`src/rtl/foc_sample_scheduler.sv`:
```
// foc_sample_scheduler: per-PWM-period sequencer for current sampling,
// encoder angle read and FOC computation, with per-phase timeout.
// Ports:
//   I_clk_40m, I_rst (async, active-high), I_en (level enable)
//   I_pwm_trig     period trigger pulse
//   O_adc_start / I_adc_done    phase-current conversion handshake
//   O_ang_start / I_ang_done    encoder angle read handshake
//   O_calc_start / I_calc_done  FOC computation handshake
//   O_busy, O_overrun (pulse), O_timeout_err (sticky), I_err_clr
//   O_phase        current state (IDLE=0 WAIT=1 ADC=2 ANG=3 CALC=4)
//   O_overrun_cnt  saturating overrun count, only with FOC_SCHED_STATS_EN
module foc_sample_scheduler #(
    parameter int TIMEOUT_CYC = 4000,
    parameter int ANGLE_DIV   = 1
) (
    input  logic       I_clk_40m,
    input  logic       I_rst,
    input  logic       I_en,
    input  logic       I_pwm_trig,
    output logic       O_adc_start,
    input  logic       I_adc_done,
    output logic       O_ang_start,
    input  logic       I_ang_done,
    output logic       O_calc_start,
    input  logic       I_calc_done,
    output logic       O_busy,
    output logic       O_overrun,
    output logic       O_timeout_err,
    input  logic       I_err_clr,
    output logic [2:0] O_phase
`ifdef FOC_SCHED_STATS_EN
    ,
    output logic [15:0] O_overrun_cnt
`endif
);

    typedef enum logic [2:0] {
        S_IDLE = 3'd0,
        S_WAIT = 3'd1,
        S_ADC  = 3'd2,
        S_ANG  = 3'd3,
        S_CALC = 3'd4
    } state_t;

    localparam int TW = $clog2(TIMEOUT_CYC + 1);
    localparam logic [TW-1:0] TLIM = TW'(TIMEOUT_CYC - 1);
    localparam logic [7:0] PLAST = 8'(ANGLE_DIV - 1);

    state_t        state_q;
    state_t        state_d;
    logic [TW-1:0] tcnt_q;
    logic [7:0]    pcnt_q;
    logic          ang_due_q;
    logic          busy;
    logic          tmo;
    logic          trig_acc;
    logic          adc_d;
    logic          ang_d;
    logic          calc_d;
    logic          ovr_d;
    logic          err_set;

    assign busy    = (state_q == S_ADC) || (state_q == S_ANG) ||
                     (state_q == S_CALC);
    assign tmo     = (tcnt_q == TLIM);
    assign O_busy  = busy;
    assign O_phase = state_q;

    // Done is tested before the timeout so a done arriving on the last
    // allowed cycle still takes the normal path.
    always_comb begin
        state_d  = state_q;
        trig_acc = 1'b0;
        adc_d    = 1'b0;
        ang_d    = 1'b0;
        calc_d   = 1'b0;
        ovr_d    = 1'b0;
        err_set  = 1'b0;
        if (!I_en) begin
            state_d = S_IDLE;
        end else begin
            ovr_d = busy & I_pwm_trig;
            unique case (state_q)
                S_IDLE: state_d = S_WAIT;
                S_WAIT: begin
                    if (I_pwm_trig) begin
                        state_d  = S_ADC;
                        adc_d    = 1'b1;
                        trig_acc = 1'b1;
                    end
                end
                S_ADC: begin
                    if (I_adc_done) begin
                        if (ang_due_q) begin
                            state_d = S_ANG;
                            ang_d   = 1'b1;
                        end else begin
                            state_d = S_CALC;
                            calc_d  = 1'b1;
                        end
                    end else if (tmo) begin
                        state_d = S_WAIT;
                        err_set = 1'b1;
                    end
                end
                S_ANG: begin
                    if (I_ang_done) begin
                        state_d = S_CALC;
                        calc_d  = 1'b1;
                    end else if (tmo) begin
                        state_d = S_WAIT;
                        err_set = 1'b1;
                    end
                end
                S_CALC: begin
                    if (I_calc_done) begin
                        state_d = S_WAIT;
                    end else if (tmo) begin
                        state_d = S_WAIT;
                        err_set = 1'b1;
                    end
                end
                default: state_d = S_IDLE;
            endcase
        end
    end

    always_ff @(posedge I_clk_40m or posedge I_rst) begin
        if (I_rst) begin
            state_q       <= S_IDLE;
            tcnt_q        <= '0;
            pcnt_q        <= '0;
            ang_due_q     <= 1'b0;
            O_adc_start   <= 1'b0;
            O_ang_start   <= 1'b0;
            O_calc_start  <= 1'b0;
            O_overrun     <= 1'b0;
            O_timeout_err <= 1'b0;
        end else begin
            state_q <= state_d;
            if (state_d != state_q) begin
                tcnt_q <= '0;
            end else if (busy) begin
                tcnt_q <= tcnt_q + 1'b1;
            end
            // The angle decision is latched from the pre-advance count so
            // the first trigger after reset reads the angle.
            if (trig_acc) begin
                ang_due_q <= (pcnt_q == 8'd0);
                pcnt_q    <= (pcnt_q == PLAST) ? 8'd0 : pcnt_q + 1'b1;
            end
            O_adc_start  <= adc_d;
            O_ang_start  <= ang_d;
            O_calc_start <= calc_d;
            O_overrun    <= ovr_d;
            if (err_set) begin
                O_timeout_err <= 1'b1;
            end else if (I_err_clr) begin
                O_timeout_err <= 1'b0;
            end
        end
    end

`ifdef FOC_SCHED_STATS_EN
    // Counts at the same edge that raises O_overrun, so the new value is
    // visible together with the pulse.
    always_ff @(posedge I_clk_40m or posedge I_rst) begin
        if (I_rst) begin
            O_overrun_cnt <= '0;
        end else if (I_err_clr) begin
            O_overrun_cnt <= '0;
        end else if (ovr_d && (O_overrun_cnt != 16'hFFFF)) begin
            O_overrun_cnt <= O_overrun_cnt + 16'd1;
        end
    end
`endif

endmodule

```
`config.mk`:
```
export PLATFORM = sky130hd
export DESIGN_NAME = foc_sample_scheduler
export DESIGN_NICKNAME = d
export VERILOG_FILES = /design/src/rtl/foc_sample_scheduler.sv
export SDC_FILE = /design/constraint.sdc
export NUM_CORES = 1
export LEC_CHECK = 0
export BUFFER_PORTS_ARGS = -buffer_cell sky130_fd_sc_hd__buf_2
export CAP_MARGIN = 5
export CORE_MARGIN = 1
export CORE_UTILIZATION = 55
export DETAILED_ROUTE_END_ITERATION = 7
export PLACE_DENSITY_LB_ADDON = 0.3
export REMOVE_ABC_BUFFERS = 1
export SLEW_MARGIN = 20
export SYNTH_ARGS = -nofsm -noshare
export SYNTH_HDL_FRONTEND = slang
export SYNTH_SLANG_ARGS = --single-unit
```
`constraint.sdc`:
```
create_clock -name I_clk_40m -period 2.4 [get_ports I_clk_40m]
set_input_delay 0.24 -clock I_clk_40m [delete_from_list [all_inputs] [get_ports I_clk_40m]]
set_output_delay 0.24 -clock I_clk_40m [all_outputs]
set_load 0.02 [all_outputs]
```
# Word-level counts from Yosys, hierarchy flattened
# Index checks and enable logic that the tools add are counted.
[word_totals] reg_bits=29 latch_bits=0 ram_bits=0 rom_bits=0 inputBits=8 elab_cells=56 mem_count=0
[op_classes] addsub=2 n_mul=0 n_div=0 magnitude_cmp=0 eq_ne=6 shift=0 mux=32 bitwise_logic=1 reduce_logical=6
[ops] cell="12-bit 2-to-1 mux" n=2
[ops] cell="3-bit 2-to-1 mux" n=7
[ops] cell="1-bit 2-to-1 mux" n=19
[ops] cell="3-bit case mux with 5 select lines" n=1
[ops] cell="12-bit by 1-bit adder with 12-bit output, second input constant" n=1
[ops] cell="12-bit equality test, second input constant" n=1
[ops] cell="8-bit by 1-bit adder with 8-bit output, second input constant" n=1
[ops] cell="8-bit zero test" n=1
[ops] cell="8-bit 2-to-1 mux" n=1
[ops] cell="3-bit by 2-bit equality test with 1-bit output, second input constant" n=2
[ops] cell="2-bit nonzero test" n=2
[ops] cell="3-bit by 1-bit equality test with 1-bit output, second input constant" n=1
[ops] cell="3-bit equality test, second input constant" n=1
[ops] cell="3-bit zero test" n=1
[ops] cell="3-bit inequality test" n=1
[ops] cell="1-bit case mux with 3 select lines" n=1
[ops] cell="1-bit logical OR" n=2
[ops] cell="1-bit case mux with 2 select lines" n=1
[ops] cell="1-bit AND" n=1

# Longest topological paths before layout
# Gate-level depths: netlist of run 1.
[depth] ltp_word=7 mapped_depth=7

# Worst setup path after synthesis of run 1
# Ideal clock, no wire load.
[synth_path] path_type="flip-flop to flip-flop" start="register state_q[2], in the netlist O_phase[2]" end="register tcnt_q[0]" setup_time_ns=0.123 arrival_time_ns=1.774 path_slack_ns=0.503 path_stages_with_launch=8 n_path_buf=2 period_less_slack_ns=1.897 path_cell_list="dfrtp_1 -> buf_2 -> or3b_1 -> nor2_1 -> a211oi_2 -> mux2i_1 -> buf_4 -> nor3_2"
[synth_between] elab_chain_len=6 elab_cells_between_ends=17
[synth_rtl] element="start, declared" line_no="49" rtl="state_t state_q;"
[synth_rtl] element="start signal, assigned" line_no="140" rtl="state_q <= state_d;"
[synth_rtl] element="3-bit 2-to-1 mux" line_no="101, 110, 118"
[synth_rtl] element="3-bit 2-to-1 mux, on equally long branches" line_no="116, 107, 93"
[synth_rtl] element="3-bit case mux with 5 select lines" line_no="83" rtl="unique case (state_q)"
[synth_rtl] element="3-bit 2-to-1 mux" line_no="79" rtl="if (!I_en) begin"
[synth_rtl] element="3-bit inequality test" line_no="141" rtl="if (state_d != state_q) begin"
[synth_rtl] element="12-bit 2-to-1 mux or 2-bit nonzero test (tied branches)"
[synth_rtl] element="end signal, assigned" line_no="144" rtl="tcnt_q <= tcnt_q + 1'b1;"
[synth_rtl] element="end, declared" line_no="51" rtl="logic [TW-1:0] tcnt_q;"
# Parallel ways exist; a longest one is shown, timed or not.
# A chain may end at the register's enable or synchronous reset.

# Final worst setup path of run 1
[layout_path] start="register state_q[2], in the netlist O_phase[2]" end="register tcnt_q[10]"
# Same word-level chain as after synthesis.

==> flow_summary.ini, run 1 <==
[global_routing]
grt_pass1_wl_um = 5333
grt_pass1_vias = 1222
track_usage = 0.2234
gr-total-overflow = 0
antenna_found_initial = 0
grt_max_degree = 22

[power_and_ir_drop]
p_sw_frac = 0.3131
power_mw = 1.171
p_clk_frac = 0.285
p_leak_nw = 0.8385
power_switching_uw = 366.6
internal_power_uw = 804.3
pwr-share-seq = 0.514
combPwrFrac = 0.201
powerDensity_nw_per_um2 = 648.0
peakVddDrop_v = 0.0007029

[placement]
place_inst = 201
dp_worst_setup_slack_ns = 0.2647
gp_congestion = 0.8730
dp.final_hpwl_um = 2244
port_buffers = 16

[die]
die_area_sq_um = 3170
die_h_um = 56.30
io_pins = 17
num_rows = 19
core_region_area_sq_um = 2781
start_util = 0.5830
die_w_um = 56.30

[job]
cap_violations = 0

[layout]
stdcell_count = 210
fin_nets = 189
area_delta_synth_final_pct = 11.42
fill_cells = 215
drive_above_1_share = 0.2737
n_antenna_cell = 0

[routing]
drt-initial-drc-count = 97
dr.pass1.iters = 4
wl_per_cell_um = 14.51
viasPerCell = 5.933
ant_nets = 0
routed-via-count = 1246
drc = 0
drt-total-wl_um = 3047

[synthesis]
synthArstFlopShare = 1.000
yosys.area.top_type_share = 0.4475
synth.most_common_cell = dfrtp_1
synth_top_cell_by_area = dfrtp_1
seq_area_frac_synth = 0.4475
synth_edf_count = 0
synth_area_sq_um = 1622
avgSynthCellArea_sq_um = 10.33
synth_common_cells = dfrtp_1, nand2_1, nor3_2, xor2_1, nand3_1
ys_warn_count = 0
synth.distinct_cells = 45
synth_cells = 157
synthFlopType = dfrtp_1
synthTopCellsByArea = dfrtp_1, nor3_2, xor2_1
synth_seq_cells = 29

[hold_path]
hp-start = I_err_clr
hp-class = in2reg

[setup_path]
r2r-start = O_phase[2]
critPathLaunch = O_phase[2]
worst-path-max-fanout = 12
crit_path_start_kind = flop
cp.required_ns = 2.63
arrival_ns = 2.40
worstSetupEndpointType = flop
worstSetupPathType = reg2reg

[sta]
drv_slew = 0
fin_crit_sh = 0.9008
setup_viol = 0
rsz0062_at_grt = false
min_period_ns = 2.162
tightest_slew_ns = 0.7573
fmax_mhz = 462.6
skew_ns = 0.01103
relSlewSlack = 0.4937
fin_ws_ns = 0.2381
hold_viol_final = 0

[cts]
cts_sinks = 29
cts_htree_levels = 2
cts_setup_buffers = 0
cts-root-buf = clkbuf_4
clock_latency_ns = 0.33
cts_tree = yes
clockBufferDepth = 2
cts.clk_slew.worst_paths_ns = 0.09
cts_buffers = 5

[outcome]
status = complete, no violations
==> worst max-delay path: stages (launching register included) <==
cell	delay, ns
dfrtp_1	0.53
or3b_1	0.51
o221a_1	0.31
o21ai_2	0.12
o211ai_2	0.32
nor3_1	0.28
==> sequential cells by signal (all words and copies together) (netlist names) <==
register       cells
tcnt_q            12
O_phase            3
ang_due_q          1
O_timeout_err      1
O_ang_start        1
O_overrun          1
O_adc_start        1
O_calc_start       1
pcnt_q             8
==> cells in the final DEF, fill, tap and decap left out, drive strengths merged, types with 3 or more instances in the layout <==
cell type,count
buf,20
a21oi,4
nor2,7
nand3,8
clkbuf,7
xor2,9
nand4,6
o21ai,6
ha,3
a31oi,3
inv,7
nand2,12
xnor2,7
nor3,15
and3,5
dfrtp,29
nand2b,3
==> power groups by stage <==
stage	Sequential, mW	Clock [mW]	Combinational [mW]
detailed placement	0.608	0	0.234
global route	0.609	0.358	0.267
finish	0.601	0.334	0.236
CTS	0.599	0.346	0.236
global placement	0.604	0	0.230
floorplan	0.601	0	0.167
==> per-layer routing <==
metal	part of all wire	track usage
met3	0.067	0.07604
met1	0.44	0.2706
met5	0	0
met2	0.47	0.3452
met4	0.021	0.1324
==> per-stage QoR <==
stage | util | instance area [sq um] | hold WS [ns] | TNS [ns]
finish | 0.6496 | 1807 | 0.06710 | 0
floorplan | - | 1578 | 0.3181 | -0.07058
CTS | 0.6496 | 1807 | 0.05177 | 0
detailed placement | 0.6208 | 1727 | 0.2118 | 0
global route | 0.6496 | 1807 | 0.06025 | 0
global placement | 0.6208 | 1727 | 0.2162 | 0
==> timing repair <==
item                                    4_1_cts  5_1_grt
endpoints found under the hold margin         8        0
hold buffers                                  1        0
endpoints found under the setup margin        0        0
gates resized for setup                       0        0
==> cells by family after synthesis <==
group           after synthesis  synth area share
compound gates               21           0.09646
xor+xnor                     16           0.08642
fa+ha+maj                     3           0.02315
buf+inv                      14           0.04321
flops                        29            0.4475
mux                           4           0.02623
simple gates                 70            0.2770
==> worst paths after layout <==
kind	to	slack, ns	cells past startpoint
worst max-delay path	tcnt_q[10]	0.24	5
worst min-delay path	O_timeout_err	0.07	2
worst max register to register	tcnt_q[10]	0.24	5
worst min register to register	pcnt_q[7]	0.47	1
max in group asynchronous	tcnt_q[10]	1.40	4
min in group asynchronous	O_overrun	0.40	3
==> final cells by class <==
cell class	instances	area, sq um	share of cell area
multi-input cells	114	825.8	0.4571
flip-flops and latches	29	725.7	0.4017
repair buffers	21	120.1	0.06648
clock buffers	7	65.06	0.03601
well taps	31	38.79	0.02147
inverters	7	26.28	0.01454
clock inverters	1	5.005	0.002770
Note: power is estimated with default switching activity, not from simulation.
==> run 2: changes to the inputs <==
--- a/config.mk
+++ b/config.mk
@@ -8,10 +8,11 @@
 export BUFFER_PORTS_ARGS = -buffer_cell sky130_fd_sc_hd__buf_2
 export CAP_MARGIN = 5
 export CORE_MARGIN = 1
-export CORE_UTILIZATION = 55
+export CORE_UTILIZATION = 30
 export DETAILED_ROUTE_END_ITERATION = 7
 export PLACE_DENSITY_LB_ADDON = 0.3
 export REMOVE_ABC_BUFFERS = 1
+export SETUP_SLACK_MARGIN = 0.4
 export SLEW_MARGIN = 20
 export SYNTH_ARGS = -nofsm -noshare
 export SYNTH_HDL_FRONTEND = slang
==> run 2 against run 1 <==
- critical path depth is the same
- sequential share of layout area shrank 2.0 points
- wire length rose by 5.5%
- count of clock-buffer cells in the layout unchanged
- first-iteration DRC count decreased by 70%
- combinational power increased by 6%
- worst hold slack got worse by 0.053 ns
- largest power group unchanged
- via count rose by 0.32%
- design area grew 5.3%
- sequential cell count is the same
- maximum frequency grew 12%
==> flow_summary.ini, run 2 (synthesized netlist as in run 1, its figures left out) <==
[setup_path]
cp_cell_sequence = or3b_4, o221a_1, o21ai_2, o211ai_4, nor3_1
max_stage_delay_ns = 0.47
crit_path_start_kind = flop
r2r_setup_slack_ns = 0.47
slowest_stage = dfrtp_2
cp.required_ns = 2.58
worst-path-max-fanout = 12
r2r-start = O_phase[2]
worstSetupPathType = reg2reg
reg2reg_to = tcnt_q[11]
worstSetupEndpointType = flop
arrival_ns = 2.11
worst-r2r-cell-count = 5

[die]
num_rows = 26
io_pins = 17
start_util = 0.3135
die_h_um = 75.52
core_region_area_sq_um = 5172
die_w_um = 75.52
die_area_sq_um = 5703

[sta]
setup-tns-final_ns = 0
fin_crit_sh = 0.8056
drv_slew = 0
setup_viol = 0
min_period_ns = 1.934
relSlewSlack = 0.6470
skew_ns = 0.005889
tightest_slew_ns = 0.5269
rsz0062_at_grt = true
fin_ws_ns = 0.4665
fmax_mhz = 517.2
hold_viol_final = 0
timing.hold.ws_ns = 0.01452

[routing]
dr.pass1.iters = 4
wl_per_cell_um = 12.91
ant_nets = 0
drc = 0
routed-via-count = 1250
drt-initial-drc-count = 29
drt-total-wl_um = 3215
viasPerCell = 5.020

[layout]
final_cell_mix = dfrtp_1, buf_2, nand2_1
largest_reg_flops = 12
final_util = 0.3679
largest_register = tcnt_q
area_delta_synth_final_pct = 17.36
n_antenna_cell = 0
final_common_cell = dfrtp_1
fin_area_sq_um = 1903
drive_above_1_share = 0.2961
stdcell_count = 249
fin_nets = 189

[outcome]
status = complete, no violations

[placement]
place_area_sq_um = 1783
dp_worst_setup_slack_ns = 0.2113
dp.final_hpwl_um = 2234
place_inst = 241
gp_congestion = 0.7867
port_buffers = 16

[cts]
ctsHoldBuffers = 0
cts_htree_levels = 2
cts.clk_slew.worst_paths_ns = 0.06
cts_tree = yes
cts_sinks = 29
clock_latency_ns = 0.28
cts_buffers = 5
cts-root-buf = clkbuf_8
clockBufferDepth = 2
cts_setup_buffers = 0

[global_routing]
antenna_found_initial = 0
gr-total-overflow = 0
grt_pass1_vias = 1261
grt_max_degree = 30
track_usage = 0.1350
grt_pass1_wl_um = 5699

[job]
cap_violations = 0

[power_and_ir_drop]
peakVddDrop_v = 0.0002158
powerDensity_nw_per_um2 = 675.6
power_mw = 1.286
p_leak_nw = 0.8513

[hold_path]
hp-class = in2async
==> run 2: changes by cell type in the layout (fill, tap and decap cells not counted), sizes merged <==
cell,delta
buf,+1
dlygate4sd3,-1
==> run 2: critical path, delay by kind of cell (launching register included) <==
kind               cells  cell delay (ns)
AOI/OAI and AO/OA      3             0.67
DFF                    1             0.47
and+or+nand+nor        2             0.70
==> run 2: worst max-delay path by stage <==
stage	from	endpoint	slack [ns]	depth (start not counted)
4_1_cts	O_phase[2]	tcnt_q[11]	0.45	5
6_report	O_phase[2]	tcnt_q[11]	0.47	5
5_1_grt	O_phase[2]	tcnt_q[11]	0.40	5
3_5_place_dp	O_phase[2]	tcnt_q[10]	0.21	5
3_3_place_gp	O_phase[2]	tcnt_q[10]	0.30	5
2_1_floorplan	O_phase[1]	tcnt_q[10]	-0.04	5
==> run 2: area by class of cell <==
class / instances / area [sq um]
inverters: 7 / 26.28
well taps: 70 / 87.58
flip-flops and latches: 29 / 726.9
fillers: 532 / 3269
clock buffers: 7 / 96.34
clock inverters: 1 / 5.005
repair buffers: 21 / 117.6
multi-input cells: 114 / 843.3
==> run 2: report_power, final <==
group / internal, mW / switching (mW) / leakage (nW)
Combinational: 0.102 / 0.148 / 0.403
Sequential: 0.539 / 0.0541 / 0.394
Clock: 0.259 / 0.184 / 0.0542
Total: 0.899 / 0.386 / 0.851
==> run 2: per-layer routing <==
metal | GRT usage | wire length (um) | up-vias
li1 | - | - | 603
met1 | 0.1611 | 1551 | 615
met2 | 0.2282 | 1481 | 27
met4 | 0.06173 | 64 | 0
met3 | 0.03571 | 118 | 5
met5 | 0 | 0 | -
==> run 2: what timing repair did <==
item	CTS	global route
resized for setup	3	1
pin swaps	0	0
setup endpoints to repair	13	3
